`config.mk`:
```
export PLATFORM = sky130hd
export DESIGN_NAME = parity_stream_gen
export DESIGN_NICKNAME = d
export VERILOG_FILES = /design/src/rtl/parity_stream_gen.sv
export SDC_FILE = /design/constraint.sdc
export NUM_CORES = 1
export LEC_CHECK = 0
export CAP_MARGIN = 40
export CORE_AREA = 2 2 39 41
export DETAILED_ROUTE_END_ITERATION = 10
export DIE_AREA = 0 0 41 43
export PLACE_DENSITY_LB_ADDON = 0.05
export SYNTH_ARGS = -nofsm -noshare
export SYNTH_HDL_FRONTEND = slang
export SYNTH_SLANG_ARGS = --single-unit
export TNS_END_PERCENT = 30
```
`constraint.sdc`:
```
create_clock -name clk -period 2.8 [get_ports clk]
set_input_delay 0.28 -clock clk [delete_from_list [all_inputs] [get_ports clk]]
set_output_delay 0.28 -clock clk [all_outputs]
set_load 0.01 [all_outputs]
```
`src/rtl/parity_stream_gen.sv`:
```
// Single-stage valid/ready parity generator/checker with per-beat even/odd and check modes.
// Optional saturating error counter enabled by defining PARITY_ERR_CNT_EN.
module parity_stream_gen #(
    parameter int DATA_W = 8,
    parameter int CNT_W  = 8
) (
    input  logic              clk,
    input  logic              rst,
    input  logic              in_valid,
    output logic              in_ready,
    input  logic [DATA_W-1:0] in_data,
    input  logic              in_par,
    input  logic              in_odd,
    input  logic              in_chk,
    output logic              out_valid,
    input  logic              out_ready,
    output logic [DATA_W-1:0] out_data,
    output logic              out_par,
    output logic              out_err
`ifdef PARITY_ERR_CNT_EN
    ,
    output logic [CNT_W-1:0]  err_cnt,
    input  logic              err_clr
`endif
);

    generate
        if (DATA_W < 1 || CNT_W < 1) begin : g_param_check
            $error("parity_stream_gen: DATA_W and CNT_W must be at least 1");
        end
    endgenerate

    logic accept;
    logic consume;
    logic par_calc;
    logic err_calc;

    // The stage may take a new beat whenever it is empty or its beat leaves this cycle.
    assign in_ready = !out_valid || out_ready;
    assign accept   = in_valid && in_ready;
    assign consume  = out_valid && out_ready;
    assign par_calc = (^in_data) ^ in_odd;
    assign err_calc = in_chk && (in_par != par_calc);

    always_ff @(posedge clk) begin
        if (rst) begin
            out_valid <= 1'b0;
            out_data  <= '0;
            out_par   <= 1'b0;
            out_err   <= 1'b0;
        end else if (accept) begin
            out_valid <= 1'b1;
            out_data  <= in_data;
            out_par   <= par_calc;
            out_err   <= err_calc;
        end else if (consume) begin
            out_valid <= 1'b0;
        end
    end

`ifdef PARITY_ERR_CNT_EN
    // A clear coinciding with an erroring accept counts that error, so the result is 1.
    always_ff @(posedge clk) begin
        if (rst) begin
            err_cnt <= '0;
        end else if (err_clr) begin
            err_cnt <= (accept && err_calc) ? CNT_W'(1) : '0;
        end else if (accept && err_calc && (err_cnt != '1)) begin
            err_cnt <= err_cnt + CNT_W'(1);
        end
    end
`endif

endmodule

```
; ---- Word-level counts from Yosys, hierarchy flattened
; Cells that the tools add are included.
[word_totals]
regBits = 11
output_inout_bits = 12
word_cells = 15
[op_classes]
n_eq_ne = 1
n_mux = 2
bitwise_logic = 1
reduce_logical = 7
[op_table]
columns = cell, count
row1 = 8-bit XOR reduction, 1
row2 = 1-bit logical AND, 3
row3 = 1-bit two-way mux, 2
row4 = 2-bit nonzero test, 1
row5 = 1-bit logical NOT, 1
row6 = 1-bit logical OR, 1
row7 = 1-bit inequality test, 1
row8 = 1-bit XOR, 1

; ---- Logic depth before layout (Yosys ltp)
; Gate-level depths: netlist of the first run.
[depth]
ltp_word = 4
mapped_depth = 5
mapped_depth_nobuf = 4

; ---- Worst setup path after synthesis of the first run
; No wires, ideal clock.
[synth_timing]
kind = input -> register
startpoint = input port in_data[1]
endpoint = register out_err
setup_ns = 0.069
arrival_time_ns = 1.299
required_ns = 2.731
setup_slack_ns = 1.432
path_stages = 4
path_buffers = 0
path_cell_list = xor2_1 -> xnor3_2 -> xnor3_1 -> o21ai_1
[synth_via]
elab_chain_len = 4
[synth_lines]
columns = item, line
row1 = start: declaration, 11  ; input logic [DATA_W-1:0] in_data,
row2 = 8-bit XOR reduction, 42  ; assign par_calc = (^in_data) ^ in_odd;
row3 = 1-bit XOR, 42
row4 = 1-bit inequality test, 43  ; assign err_calc = in_chk && (in_par != par_calc);
row5 = 1-bit logical AND, 43
row6 = end signal: assignment, 55  ; out_err <= err_calc;
row7 = end: declaration, 19  ; output logic out_err
; Every way passes these cells.
; A chain may end at the register's enable or synchronous reset.

; ---- Final worst setup path of the first run
[layout_timing]
startpoint = input port out_ready
endpoint = output port in_ready
[layout_via]
elab_chain_len = 1
[layout_lines]
columns = item, line
row1 = start: declaration, 16  ; input logic out_ready,
row2 = 1-bit logical OR, 39  ; assign in_ready = !out_valid || out_ready;
row3 = end: declaration, 10  ; output logic in_ready,
; Every way passes these cells.

==> impl.org, run 1 <==
** Synthesis
- The number of different library cells used by synthesis comes to 14.
- Total number of yosys warnings :: 0
- The synthesized design contains 0 enable-type register cells.
- For this run, the register share of the synthesized area comes to 44.9%.
- Biggest area contributors in the synthesized netlist :: dfxtp_1, nand2_1, a21oi_1, xnor2_1, xnor3_2
- Leading cell type by number of instances after synthesis :: nand2_1
- Synth Instances :: 56
- Synthesis inferred 11 register bits.
- The mapped netlist covers 490 um^2.
- The average instance in the mapped netlist occupies 8.76 um^2.
- For this run, asynchronously set or reset flops after synthesis account for 0%.
- Post-synth top area cell :: dfxtp_1
- The number of nets handed over by synthesis was 71.
- The synthesized design devotes to its leading area cell type 44.9% of total area.
- Counting instances in the post-synthesis netlist gives the leading cell types as nand2_1, dfxtp_1, a21oi_1.
- For this run, the leading register cell type out of synthesis is dfxtp_1.

** Clocking
- Clock-pin transition on the worst setup and hold timing paths :: 0.07 ns
- Post-CTS timing repair inserted 0 buffers for setup.
- Total of hold buffers inserted after clock tree synthesis :: 0
- The tree is rooted in a clkbuf_4.
- Counting along the longest clock path gives a buffer depth of 2.
- Clock tree synthesis inserted a total of 3 buffers.
- Number of H-tree levels :: 1
- Insertion delay of the later-clocked pin in the worst-skew pair :: 0.26 ns
- TritonCTS clock tree :: yes
- Sink Count :: 11
- Gates resized during post-CTS repair numbered 0.

** Die
- The die is 43 um tall.
- For this configuration, the core starts out at a cell density of 35.4%.
- Die width :: 41 um
- Number of placement rows :: 14
- The core region is 1380 um^2.
- Overall die area :: 1760 um^2
- IO Count :: 27

** Drt
- First DRT Iteration DRCs :: 4
- Dividing the detail-routed via count by the number of cells gives 4.64.
- Routed via count :: 459
- Summed over all layers, the routed wires come to 1070 um.
- Routed length per placed instance :: 10.8 um
- Once detail routing completed, the nets flagged for antenna violations numbered 0.
- After detailed routing, the number of remaining DRC violations is 0.
- First-pass iteration count of the detailed router :: 4

** STA
- Fin crit share :: 61.1%
- Maximum achievable frequency :: 0.584 GHz
- The final-report max-slew violation count came to 0.
- Worst hold margin :: 0.455 ns
- Once routing completed, OpenROAD measured the worst setup slack at 1.09 ns.
- The clock period could shrink to 1.71 ns.
- The number of endpoints with negative hold slack in the final report came to 0.
- Setup repair after global routing left no endpoint under its margin.
- Clock skew after layout :: 0.00485 ns
- Sum of negative setup slack :: 0 ns
- At the pin with the least slew margin, the transition time is 0.425 ns.
- Measured against its own limit, the worst slew margin works out to 71.6%.
- Final setup violating endpoints :: 0

** Place
- Once detailed placement completed, the half-perimeter wirelength came to 815 um.
- Setup Slack @ Placement :: 0.865 ns
- Once placement finished, the instance area stood at 759 um^2.
- The congestion estimate from routability-driven global placement came to 0.664.
- Total instance count after detailed placement :: 95
- PortBufs :: 26

** Cells and area
- Antenna cell count :: 0
- In the final layout, the share of cells above drive strength 1 is 4.82%.
- P&R area growth vs syn :: 60.2%
- After the flow finishes, the layout carries non-filler instances totaling 99.
- Final design instance area without fill :: 786 um^2
- For this run, the post-layout net count is 99.

** Hold path
- Hold Path Stages :: 2
- In this run the worst hold path is classified as reg2reg.
- The worst hold path begins at out_data[7].
- The worst hold path terminates at out_data[7].

** Setup path
- Worst-case reg-to-reg path depth :: 3
- Crit path DAT :: 1.43 ns
- The worst setup path is launched from an input pin.
- Category of the most critical setup path :: in2out
- Cells along the critical path :: clkdlybuf4s50_1 > nand2b_1 > clkdlybuf4s50_1
- Critical-path maximum fanout :: 4
- R2R Path End :: out_par
- CP Buf/Inv Count :: 2
- The largest individual stage delay along the critical path comes from the cell clkdlybuf4s50_1.
- Grouping stages by cell kind, the critical path spends the most delay in buffers and inverters.
- Setup slack on the worst reg-to-reg path comes out at 1.72 ns.
- Longest individual stage delay on the worst path :: 0.56 ns
- The worst setup path is captured at an output pin.
- Most frequent cell on the critical path :: clkdlybuf4s50_1
- The startpoint identified for the worst register-to-register timing path is out_valid.
- Data required, critical path :: 2.52 ns

** Job
- Reported max-cap violation count :: 0

** Global routing
- The number of global-route vias before repair is 416.
- The number of antenna violations at the first check in global routing was 0.
- Maximum number of pins on one net before global-route repair :: 14
- Global routing used 13.4% of the available tracks across all layers.
- First-pass GRT wire length :: 1590 um
- Overflow after GRT :: 0

** Power
- Power per cell area :: 503 nW/um^2
- Summed over all cells, the static leakage comes to 0.307 nW.
- Maximum ir drop on the vdd rail :: 0.220 mV

** Outcome
- Status :: finished, final reports clean
## how the worst max path moves through the flow
stage | start | depth (start not counted) | end | slack [ns]
global route | out_ready | 3 | in_ready | 1.05
CTS | out_ready | 3 | in_ready | 1.09
detailed placement | in_data[7] | 5 | out_err | 0.87
floorplan | in_data[1] | 4 | out_err | 1.43
finish | out_ready | 3 | in_ready | 1.09
global placement | in_data[1] | 5 | out_err | 0.90
## final cells by class
type                            instances  area [um^2]
Fill cell                             132          598
Inverter                                1         3.75
Timing Repair Buffer                   26          260
Multi-Input combinational cell         41          255
Clock buffer                            4         26.3
Tap cell                               16         20.0
Sequential cell                        11          220
## layout by cell type, fill, tap and decap left out
cell type         n
xor2_1            2
nand2_1          17
clkdlybuf4s50_1  26
xnor3_2           1
inv_1             1
o31ai_1           1
nand3b_1          3
nand2b_1          1
xnor2_1           4
xnor3_1           1
and2_1            1
a21oi_1           9
o21ai_1           1
clkbuf_1          1
clkbuf_4          3
dfxtp_1          11
## cells by family (layout without fill, tap and decap cells)
logic type | after synthesis | count (layout) | synth area share [%]
AND/OR/NAND/NOR | 22 | 22 | 20.2
AO/OA/AOI/OAI | 11 | 11 | 11.7
flip-flops | 11 | 11 | 44.9
XOR/XNOR | 8 | 8 | 20.2
buffers and inverters | 4 | 31 | 3.06
## where the power goes
group	switching, mW	internal, mW
clock network	0.0521	0.0551
logic	0.0426	0.0716
registers	0.00557	0.168
total	0.100	0.295
## per-layer routing
metal | share of wire [%] | routed length (um) | GRT usage (%)
met5 | 0 | 0 | 0
met4 | 0.47 | 5 | 8.00
met3 | 8.4 | 90 | 3.14
met2 | 46 | 492 | 18.8
met1 | 45 | 484 | 18.1
## through the flow
step	utilization, %	power, mW
2_1_floorplan	-	0.239
3_3_place_gp	54.9	0.292
3_5_place_dp	54.9	0.293
4_1_cts	56.8	0.399
5_1_grt	56.8	0.417
6_report	56.8	0.395
## tightest hold or removal path, cell delays in order (launching register included)
cell and delay [ns]:
dfxtp_1 0.31, nand2_1 0.05, a21oi_1 0.05
## sequential cells by signal, summed over array words and instances (netlist names)
| signal | cells |
|---|---|
| out_data | 8 |
| out_err | 1 |
| out_par | 1 |
| out_valid | 1 |
Power figures use the tool's default switching activity.
==> run 2, diff against run 1 <==
- CORE_AREA: 2 2 39 41 -> default
- CORE_UTILIZATION: default -> 32
- DIE_AREA: 0 0 41 43 -> default
- clock period: 2.8 -> 1.4 ns (I/O delays scaled with it)
==> impl.org, run 2 (synthesized netlist as in run 1, its figures left out) <==
** Outcome
- The run finished with clean final reports.

** Die
- Y dimension of the die :: 41.2 um
- The floorplan has 13 rows.
- Die width :: 41.2 um
- The initial utilization of the core area, before any placement, comes to 35.9%.
- Area inside the core boundary :: 1370 um^2
- Overall die area :: 1690 um^2
- IO Count :: 27

** Clocking
- For this design, the sink count on the clock tree is 11.
- Clock-pin transition on the worst setup and hold timing paths :: 0.07 ns
- Total of hold buffers inserted after clock tree synthesis :: 0
- The number of setup buffers added after CTS is 0.
- TritonCTS built the clock tree.
- No sink is reached through more buffers than the 2 on the longest clock path.
- Total clock buffers created by CTS :: 3
- Clock tree root driver cell :: clkbuf_4
- CTS built an H-tree with a depth of 1.
- For the worst-skew pair, the clock arrives at the later sink with an insertion delay of 0.26 ns.

** Power
- Maximum ir drop on the vdd rail :: 0.504 mV
- Dividing total power by cell area gives a power density of 957 nW/um^2.
- In this run the static leakage power is 0.368 nW.

** Global routing
- Across every metal layer, demand over resource in global routing totals 15.0%.
- The first global-routing pass estimated 1590 um of wire.
- The number of antenna violations at the first check in global routing came to 0.
- After global routing the overflow that remains totals 0.
- Maximum number of pins on one net before global-route repair :: 12
- The number of global-route vias before repair is 407.

** STA
- Across all setup checks in the final design, the least slack found is 0.0860 ns.
- Final hold violation count :: 0
- The worst pin sits at a relative slew slack of 74.7%.
- Final setup violating endpoints :: 0
- Setup total negative slack on the finished layout was measured at 0 ns.
- Crit path time final :: 1.31 ns
- Unrepaired setup endpoints after global routing :: false
- The worst path uses 93.9% of the clock period.
- Clock skew after layout :: 0.00384 ns
- Transition time at the pin with the least slew margin :: 0.378 ns
- Max-slew violation count :: 0
- Based on the critical path, the design can be clocked at up to 0.761 GHz.

** Setup path
- Category of the most critical setup path :: in2reg
- Cells along the critical path :: clkdlybuf4s50_1 > xnor2_1 > xnor3_2 > xnor2_1 > o31ai_1
- Most frequent cell on the critical path :: xnor2_1
- Crit path DAT :: 1.48 ns
- Endpoint type of the worst setup path :: flop
- Longest individual stage delay on the worst path :: 0.44 ns
- In this run the worst path has a maximum fanout of 2.
- Cell type of the slowest stage on the worst timing path :: clkdlybuf4s50_1
- Startpoint types :: input pin
- Data required, critical path :: 1.57 ns

** Drt
- Routed via count :: 460
- Post-route ant nets :: 0
- DRC violations left :: 0
- Post-detailed-routing wire length :: 1050 um
- For this run, the detailed router's first-pass iteration total came to 2.
- Using the TritonRoute via totals, the vias-per-cell ratio works out to 4.55.
- First DRT Iteration DRCs :: 1
- Dividing the detail-routed wire length by the instance count gives 10.4 um.

** Place
- PortBufs :: 26
- Placer Congestion :: 0.642
- Before CTS, the worst setup slack after placement is -0.404 ns.
- Placed wire-length estimate after detailed placement :: 798 um

** Cells and area
- Net count reported at finish :: 102
- The register with the most flip-flops in the final layout is out_data.
- P&R area growth vs syn :: 69.4%
- Most frequent cells in the layout :: clkdlybuf4s50_1, nand2_1, dfxtp_1
- Most common cell after layout, fill and taps aside :: clkdlybuf4s50_1
- In the final layout, the share of cells above drive strength 1 is 10.5%.
- The register with the most flip-flops in the layout has 8 of them.
- Antenna cell count :: 0

** Hold path
- Worst hold path type :: in2reg

** Job
- Max-cap violations in this run came to 0.
run 2: power breakdown:
part / switching [mW] / leakage [nW] / internal [mW]
clock: 0.102 / 0.0150 / 0.110
combinational: 0.0896 / 0.262 / 0.147
sequential: 0.0104 / 0.0906 / 0.336
total: 0.202 / 0.368 / 0.593
run 2: timing repair:
item | CTS | global route
endpoints found under the hold margin | 0 | 0
gates resized for setup | 1 | 6
setup endpoints to repair | 3 | 2
pin swaps | 2 | 4
run 2: final timing paths:
check	cells after the start	startpoint	slack, ns	endpoint
worst max-delay path	5	in_data[2]	0.09	out_par
worst min-delay path	3	in_data[7]	0.17	out_data[7]
worst max register to register	3	out_valid	0.31	out_par
worst min register to register	2	out_data[7]	0.45	out_data[7]
run 2: per-stage QoR:
step	hold WS, ns	utilization [%]	area (um^2)	power, mW	std cells
3_5_place_dp	0.444	57.1	781	0.592	97
4_1_cts	0.438	59.0	806	0.803	101
3_3_place_gp	0.440	57.1	781	0.591	97
2_1_floorplan	0.269	-	490	0.478	56
5_1_grt	0.178	60.8	831	0.844	101
6_report	0.174	60.8	831	0.795	101
run 2: cell type report:
| type | instances | area [um^2] |
|---|---|---|
| Fill cell | 131 | 536 |
| Sequential cell | 11 | 220 |
| Clock buffer | 4 | 26.3 |
| Tap cell | 15 | 18.8 |
| Timing Repair Buffer | 29 | 292 |
| Inverter | 1 | 3.75 |
| Multi-Input combinational cell | 41 | 270 |
run 2: critical path, delay by kind of cell:
kind            cells  cell delay [ns]
xor+xnor            3             0.66
compound gates      1             0.24
buf+inv             1             0.44
run 2: layer usage:
layer	share of wire [%]	vias up	track usage (%)	wire [um]
met4	0.67	0	12.1	7
met5	0	-	0	0
met3	8.1	2	3.26	85
met1	48	196	18.8	507
met2	43	19	21.9	450
li1	-	243	-	-
